===== config.mk =====
export PLATFORM = sky130hd
export DESIGN_NAME = uart_mmio_fifo
export DESIGN_NICKNAME = d
export VERILOG_FILES = /design/src/rtl/uart_mmio_fifo.sv
export SDC_FILE = /design/constraint.sdc
export NUM_CORES = 1
export LEC_CHECK = 0
export ABC_AREA = 1
export CORE_MARGIN = 2
export CORE_UTILIZATION = 59
export CTS_BUF_LIST = sky130_fd_sc_hd__clkbuf_4 sky130_fd_sc_hd__clkbuf_8 sky130_fd_sc_hd__clkbuf_16
export CTS_CLUSTER_SIZE = 30
export DETAILED_ROUTE_END_ITERATION = 10
export PLACE_DENSITY_LB_ADDON = 0.15
export SLEW_MARGIN = 20
export SYNTH_ARGS = -nofsm -noshare
export SYNTH_HDL_FRONTEND = slang
export SYNTH_SLANG_ARGS = --single-unit

===== constraint.sdc =====
create_clock -name clk -period 6.21 [get_ports clk]
set_input_delay 1.242 -clock clk [delete_from_list [all_inputs] [get_ports clk]]
set_output_delay 1.242 -clock clk [all_outputs]
set_load 0.005 [all_outputs]

===== src/rtl/uart_mmio_fifo.sv =====
// uart_mmio_fifo: buffered memory-mapped UART bridge.
//
// Decodes the 0x8xxxxxxx I/O region from the Y stage and returns load data registered for Z.
// A transmit FIFO and a receive FIFO sit between the CPU and the UART transceiver.
//
// Register map (offset = req_addr[7:0]):
//   0x00 STATUS  (R) bit0 rx_nonempty, bit1 tx_notfull, bit2 tx overflow sticky,
//                    [11:8] rx_count, [19:16] tx_count
//   0x04 RX_DATA (R) RX head; pops RX. Reads 0 and does not pop when RX is empty.
//   0x08 TX_DATA (W) pushes req_wdata[7:0]. Dropped and sticky overflow set when TX is full.
//   0x0C CTRL    (W) bit0 flushes both FIFOs, bit1 clears the overflow sticky bit
//   0x10 CYCLES  (R) free-running cycle counter  (only with UART_MMIO_CYCLE_CNT_EN)
//   0x14 CYC_CLR (W) zeroes the cycle counter     (only with UART_MMIO_CYCLE_CNT_EN)
// Every other offset reads 0 and ignores writes.
//
// Build option: define UART_MMIO_CYCLE_CNT_EN to add the cycle counter.
//
// Ports:
//   clk, rst            clock; synchronous active-high reset
//   stall               pipeline stall; blocks CPU accesses and holds rd_data
//   req_addr/wdata/we/re  Y-stage access
//   rd_data             registered load data for Z
//   tx_data/valid/ready to the UART transmitter
//   rx_data/valid/ready from the UART receiver

module uart_mmio_fifo #(
  parameter int unsigned DEPTH_LOG2 = 3
) (
  input  logic        clk,
  input  logic        rst,
  input  logic        stall,
  input  logic [31:0] req_addr,
  input  logic [7:0]  req_wdata,
  input  logic        req_we,
  input  logic        req_re,
  output logic [31:0] rd_data,
  output logic [7:0]  tx_data,
  output logic        tx_valid,
  input  logic        tx_ready,
  input  logic [7:0]  rx_data,
  input  logic        rx_valid,
  output logic        rx_ready
);

  localparam int unsigned Depth = 1 << DEPTH_LOG2;
  localparam int unsigned PtrW  = DEPTH_LOG2 + 1;

  localparam logic [7:0] OffStatus = 8'h00;
  localparam logic [7:0] OffRxData = 8'h04;
  localparam logic [7:0] OffTxData = 8'h08;
  localparam logic [7:0] OffCtrl   = 8'h0C;
`ifdef UART_MMIO_CYCLE_CNT_EN
  localparam logic [7:0] OffCnt    = 8'h10;
  localparam logic [7:0] OffCntClr = 8'h14;
`endif

  logic [7:0] tx_mem [Depth];
  logic [7:0] rx_mem [Depth];

  logic [PtrW-1:0] tx_wr_q, tx_rd_q, rx_wr_q, rx_rd_q;
  logic            ovf_q;
  logic [31:0]     rd_data_q;

  logic            sel;
  logic [7:0]      offset;
  logic            unused_addr;
  logic            tx_full, tx_empty, rx_full, rx_empty;
  logic [PtrW-1:0] tx_count, rx_count;
  logic            tx_pop, tx_push, rx_pop, rx_push;
  logic            wr_tx, rd_rx, ctrl_wr, flush, ovf_set, ovf_clr;
  logic [31:0]     status;
  logic [31:0]     rd_mux;

  assign sel         = (req_addr[31:28] == 4'h8) & ~stall;
  assign offset      = req_addr[7:0];
  assign unused_addr = ^req_addr[27:8];

  // Same MSB with equal low bits is empty; differing MSB with equal low bits is full.
  assign tx_empty = (tx_wr_q == tx_rd_q);
  assign rx_empty = (rx_wr_q == rx_rd_q);
  assign tx_full  = (tx_wr_q[PtrW-1] != tx_rd_q[PtrW-1]) &&
                    (tx_wr_q[PtrW-2:0] == tx_rd_q[PtrW-2:0]);
  assign rx_full  = (rx_wr_q[PtrW-1] != rx_rd_q[PtrW-1]) &&
                    (rx_wr_q[PtrW-2:0] == rx_rd_q[PtrW-2:0]);
  assign tx_count = tx_wr_q - tx_rd_q;
  assign rx_count = rx_wr_q - rx_rd_q;

  // UART side
  assign tx_valid = ~tx_empty;
  assign tx_data  = tx_mem[tx_rd_q[DEPTH_LOG2-1:0]];
  assign rx_ready = ~rx_full;
  assign tx_pop   = tx_valid & tx_ready;
  assign rx_push  = rx_valid & rx_ready;

  // CPU side
  assign wr_tx   = sel & req_we & (offset == OffTxData);
  assign rd_rx   = sel & req_re & (offset == OffRxData);
  assign ctrl_wr = sel & req_we & (offset == OffCtrl);
  assign flush   = ctrl_wr & req_wdata[0];
  assign ovf_clr = ctrl_wr & req_wdata[1];
  // A full TX FIFO still accepts a write when the UART drains a byte in the same cycle.
  assign tx_push = wr_tx & (~tx_full | tx_pop);
  assign ovf_set = wr_tx & tx_full & ~tx_pop;
  // Empty RX never pops, even if the UART pushes in the same cycle.
  assign rx_pop  = rd_rx & ~rx_empty;

  always_comb begin
    status              = '0;
    status[0]           = ~rx_empty;
    status[1]           = ~tx_full;
    status[2]           = ovf_q;
    status[8 +: PtrW]   = rx_count;
    status[16 +: PtrW]  = tx_count;
  end

`ifdef UART_MMIO_CYCLE_CNT_EN
  logic [31:0] cyc_cnt_q;
  logic        cnt_clr;

  assign cnt_clr = sel & req_we & (offset == OffCntClr);

  // Free-running, counts through stalls and wraps naturally.
  always_ff @(posedge clk) begin
    if (rst || cnt_clr) begin
      cyc_cnt_q <= '0;
    end else begin
      cyc_cnt_q <= cyc_cnt_q + 32'd1;
    end
  end
`else
  // No counter: 0x10 and 0x14 decode as unmapped offsets.
`endif

  always_comb begin
    rd_mux = '0;
    case (offset)
      OffStatus: rd_mux = status;
      OffRxData: rd_mux = rx_empty ? 32'd0 : {24'd0, rx_mem[rx_rd_q[DEPTH_LOG2-1:0]]};
`ifdef UART_MMIO_CYCLE_CNT_EN
      OffCnt:    rd_mux = cyc_cnt_q;
`endif
      default:   rd_mux = '0;
    endcase
  end

  // Storage is intentionally not reset.
  always_ff @(posedge clk) begin
    if (tx_push) tx_mem[tx_wr_q[DEPTH_LOG2-1:0]] <= req_wdata;
    if (rx_push) rx_mem[rx_wr_q[DEPTH_LOG2-1:0]] <= rx_data;
  end

  // Flush overrides any same-cycle push or pop.
  always_ff @(posedge clk) begin
    if (rst || flush) begin
      tx_wr_q <= '0;
      tx_rd_q <= '0;
      rx_wr_q <= '0;
      rx_rd_q <= '0;
    end else begin
      if (tx_push) tx_wr_q <= tx_wr_q + 1'b1;
      if (tx_pop)  tx_rd_q <= tx_rd_q + 1'b1;
      if (rx_push) rx_wr_q <= rx_wr_q + 1'b1;
      if (rx_pop)  rx_rd_q <= rx_rd_q + 1'b1;
    end
  end

  always_ff @(posedge clk) begin
    if (rst) begin
      ovf_q <= 1'b0;
    end else if (ovf_set) begin
      ovf_q <= 1'b1;
    end else if (ovf_clr) begin
      ovf_q <= 1'b0;
    end
  end

  // Non-load cycles return 0; a stall freezes the Z-stage value.
  always_ff @(posedge clk) begin
    if (rst) begin
      rd_data_q <= '0;
    end else if (!stall) begin
      rd_data_q <= (sel && req_re) ? rd_mux : 32'd0;
    end
  end

  assign rd_data = rd_data_q;

endmodule


==> reports/qor.txt <==
Post-place setup slack = 2.15 ns
Die width = 114 um
Fillcell total = 881
Initial antenna violation count = 0
Clock latency at the later pin of the worst-skew pair = 0.42 ns
Setup TNS = 0 ns
Fin crit share = 65.6%
Clock Path Buffers = 2
# setup viols final = 0
Critical Path Slowest Stage Cell = inv_1
Die area = 13000 um^2
DP Wirelength = 9290 um
Vias in the first global route = 4740
Multi-input gate area = 2170 um^2
Post-synthesis sequential area ratio = 64.6%
CP max stage delay = 0.78 ns
HP Class = reg2reg
Final WS setup = 2.13 ns
Top cell type by total area after synthesis = edfxtp_1
# port buffers = 60
Ant diodes = 0
Met1 WL = 5900 um
Global-route wire length before repair = 23000 um
Post-Synthesis Cell Area = 7160 um^2
Most frequent CP cell = nand2_1
Initial Util = 60.1%
F_max = 245 MHz
Flop and latch count out of synthesis = 167
Remaining Overflow, GRT = 0
DR WL/cell = 16.4 um
Clock Tree Root = clkbuf_16
Layout cells sized above 1 = 7.05%
DR top layer = met4
1st-iter DRT viols = 355
CP endpoint kind = output port
Maxcap violations = 0
Site Rows = 40
Most frequent cell after synthesis = nand2_1
Rel. slew slack = 28.0%
Critical path required time = 4.97 ns
Crit path cell chain = buf_4 -> inv_1 -> nor2_1 -> o32ai_1 -> nand2_1 -> nand2_1 -> clkdlybuf4s50_1
DR pass1 iterations = 5
Mean Syn Cell Area = 10.4 um^2
Resize count post-CTS = 0
Async S/R FF share, synth = 0%
Worst path bufs/invs = 3
Clock sink total = 167
Crit path arrival time = 2.83 ns
Max-slew violation count = 0
Register Area = 4620 um^2
Final Hold Fails = 0
Most used DFF post-synth = edfxtp_1
RSZ-0062 raised after global routing = no
Pwr Density = 268 nW/um^2
Hold-fix buffers, CTS = 0
TritonCTS clock tree = built
Die height = 114 um
Io pins = 97
GP Congestion = 0.804
H-tree levels = 4
CORE AREA = 11900 um^2
Antenna-violating nets left = 0
Layout Skew = 0.00531 ns
Synth area leaders = edfxtp_1 (54%), dfxtp_1 (11%), nand2_1 (7.2%)
P_leak = 2.96 nW
Top-area cell type share of the netlist area = 53.7%
Synth cell count leaders = nand2_1 (137), edfxtp_1 (128), nor2_1 (112)
Area Growth Syn to Fin = 16.1%
Post-synth cell types = 35
Post-synth EDFFs = 128
Vias per inst = 5.47
Measured slew at the worst slew-check pin = 1.08 ns
CP Class = reg2out
Total CTS buffers = 17
WL met3 = 698 um
Warnings, synthesis = 0
Global-route usage over all layers = 23.5%
Final Critical Period = 4.08 ns
Residual DRC = 0
Vias post-DR = 4922
Largest net degree at the start of global routing = 34
Crit Path Max Fanout = 33
Peak VDD IR = 0.195 mV
Hold WS = 0.466 ns
Worst Setup Start Kind = register
Status = complete, no violations
Setup bufs post-CTS = 0
Clk slew on worst S/H paths = 0.06 ns
Final net count = 806
Largest delay share family, worst path = buffers and inverters
DR WL met2 = 7940 um
Detailed-route wire length = 14800 um
Post-Synthesis Cells = 685
-- sequential cells by signal (all words and copies together) (netlist names), named ones only --
signal,cells
ovf_q,1
rd_data,16
rx_mem,64
rx_rd_q,4
rx_wr_q,4
tx_mem,64
tx_rd_q,4
tx_wr_q,4
-- stage by stage --
| stage | utilization (%) | cell area, um^2 | cells | power [mW] |
|---|---|---|---|---|
| after floorplan | - | 7210 | 700 | 1.27 |
| after global placement | 65.3 | 7780 | 867 | 1.30 |
| after detailed placement | 65.3 | 7780 | 867 | 1.31 |
| after CTS | 69.8 | 8310 | 899 | 2.23 |
| after global routing | 69.8 | 8310 | 899 | 2.29 |
| final | 69.8 | 8310 | 899 | 2.22 |
-- routing by layer --
metal  global-route usage, %  vias up
met5                       0        -
met4                    8.46        0
met3                    4.45       22
met2                    42.9      143
met1                    27.7     2344
li1                        -     2413
-- kinds of logic (layout without fill, tap and decap cells) --
kind of cell    count (synthesis)  after routing  synth area share (%)
fa+ha+maj                      12             12                  2.31
compound gates                104            104                  8.27
buf+inv                        90            142                  5.84
simple gates                  302            302                  17.6
other cells                     1             16                0.0524
flops                         167            167                  64.6
xor+xnor                        9              9                  1.31
-- final cells by class --
type / count / area share, %
clock buffers: 17 / 5.12
clock inverters: 15 / 1.28
inverters: 47 / 2.12
multi-input cells: 443 / 26.1
flip-flops and latches: 167 / 55.6
well taps: 147 / 2.21
repair buffers: 63 / 7.50
-- tightest hold or removal path, stage by stage, from the launching register on --
cell     delay [ns]
dfxtp_1        0.31
nand2_1        0.06
a21oi_1        0.05
-- layout by cell type (no fill, tap or decap), drive strengths merged, types with 5 or more instances in the layout --
cell type,count
nor2,118
edfxtp,128
clkinvlp,6
nand2,140
clkdlybuf4s50,60
clkbuf,17
a21oi,35
clkinv,7
nand3,29
o21ai,46
o32ai,16
dfxtp,39
conb,16
xor2,7
inv,49
o22ai,5
ha,10
nand4,6
-- path summary, 6_finish.rpt --
path,from,end,slack (ns),cells after the start
setup / recovery,register,tx_data[0],2.13,7
hold / removal,rd_data[8],rd_data[8],0.47,2
setup reg to reg,tx_wr_q[0],tx_mem[3][1],3.57,9
hold reg to reg,rd_data[8],rd_data[8],0.47,2
-- power breakdown --
part / internal [mW] / leakage, nW / switching (mW)
Combinational: 0.0278 / 1.25 / 0.0431
Sequential: 1.21 / 1.47 / 0.00342
Clock: 0.509 / 0.243 / 0.431
Power figures use the tool's default switching activity.
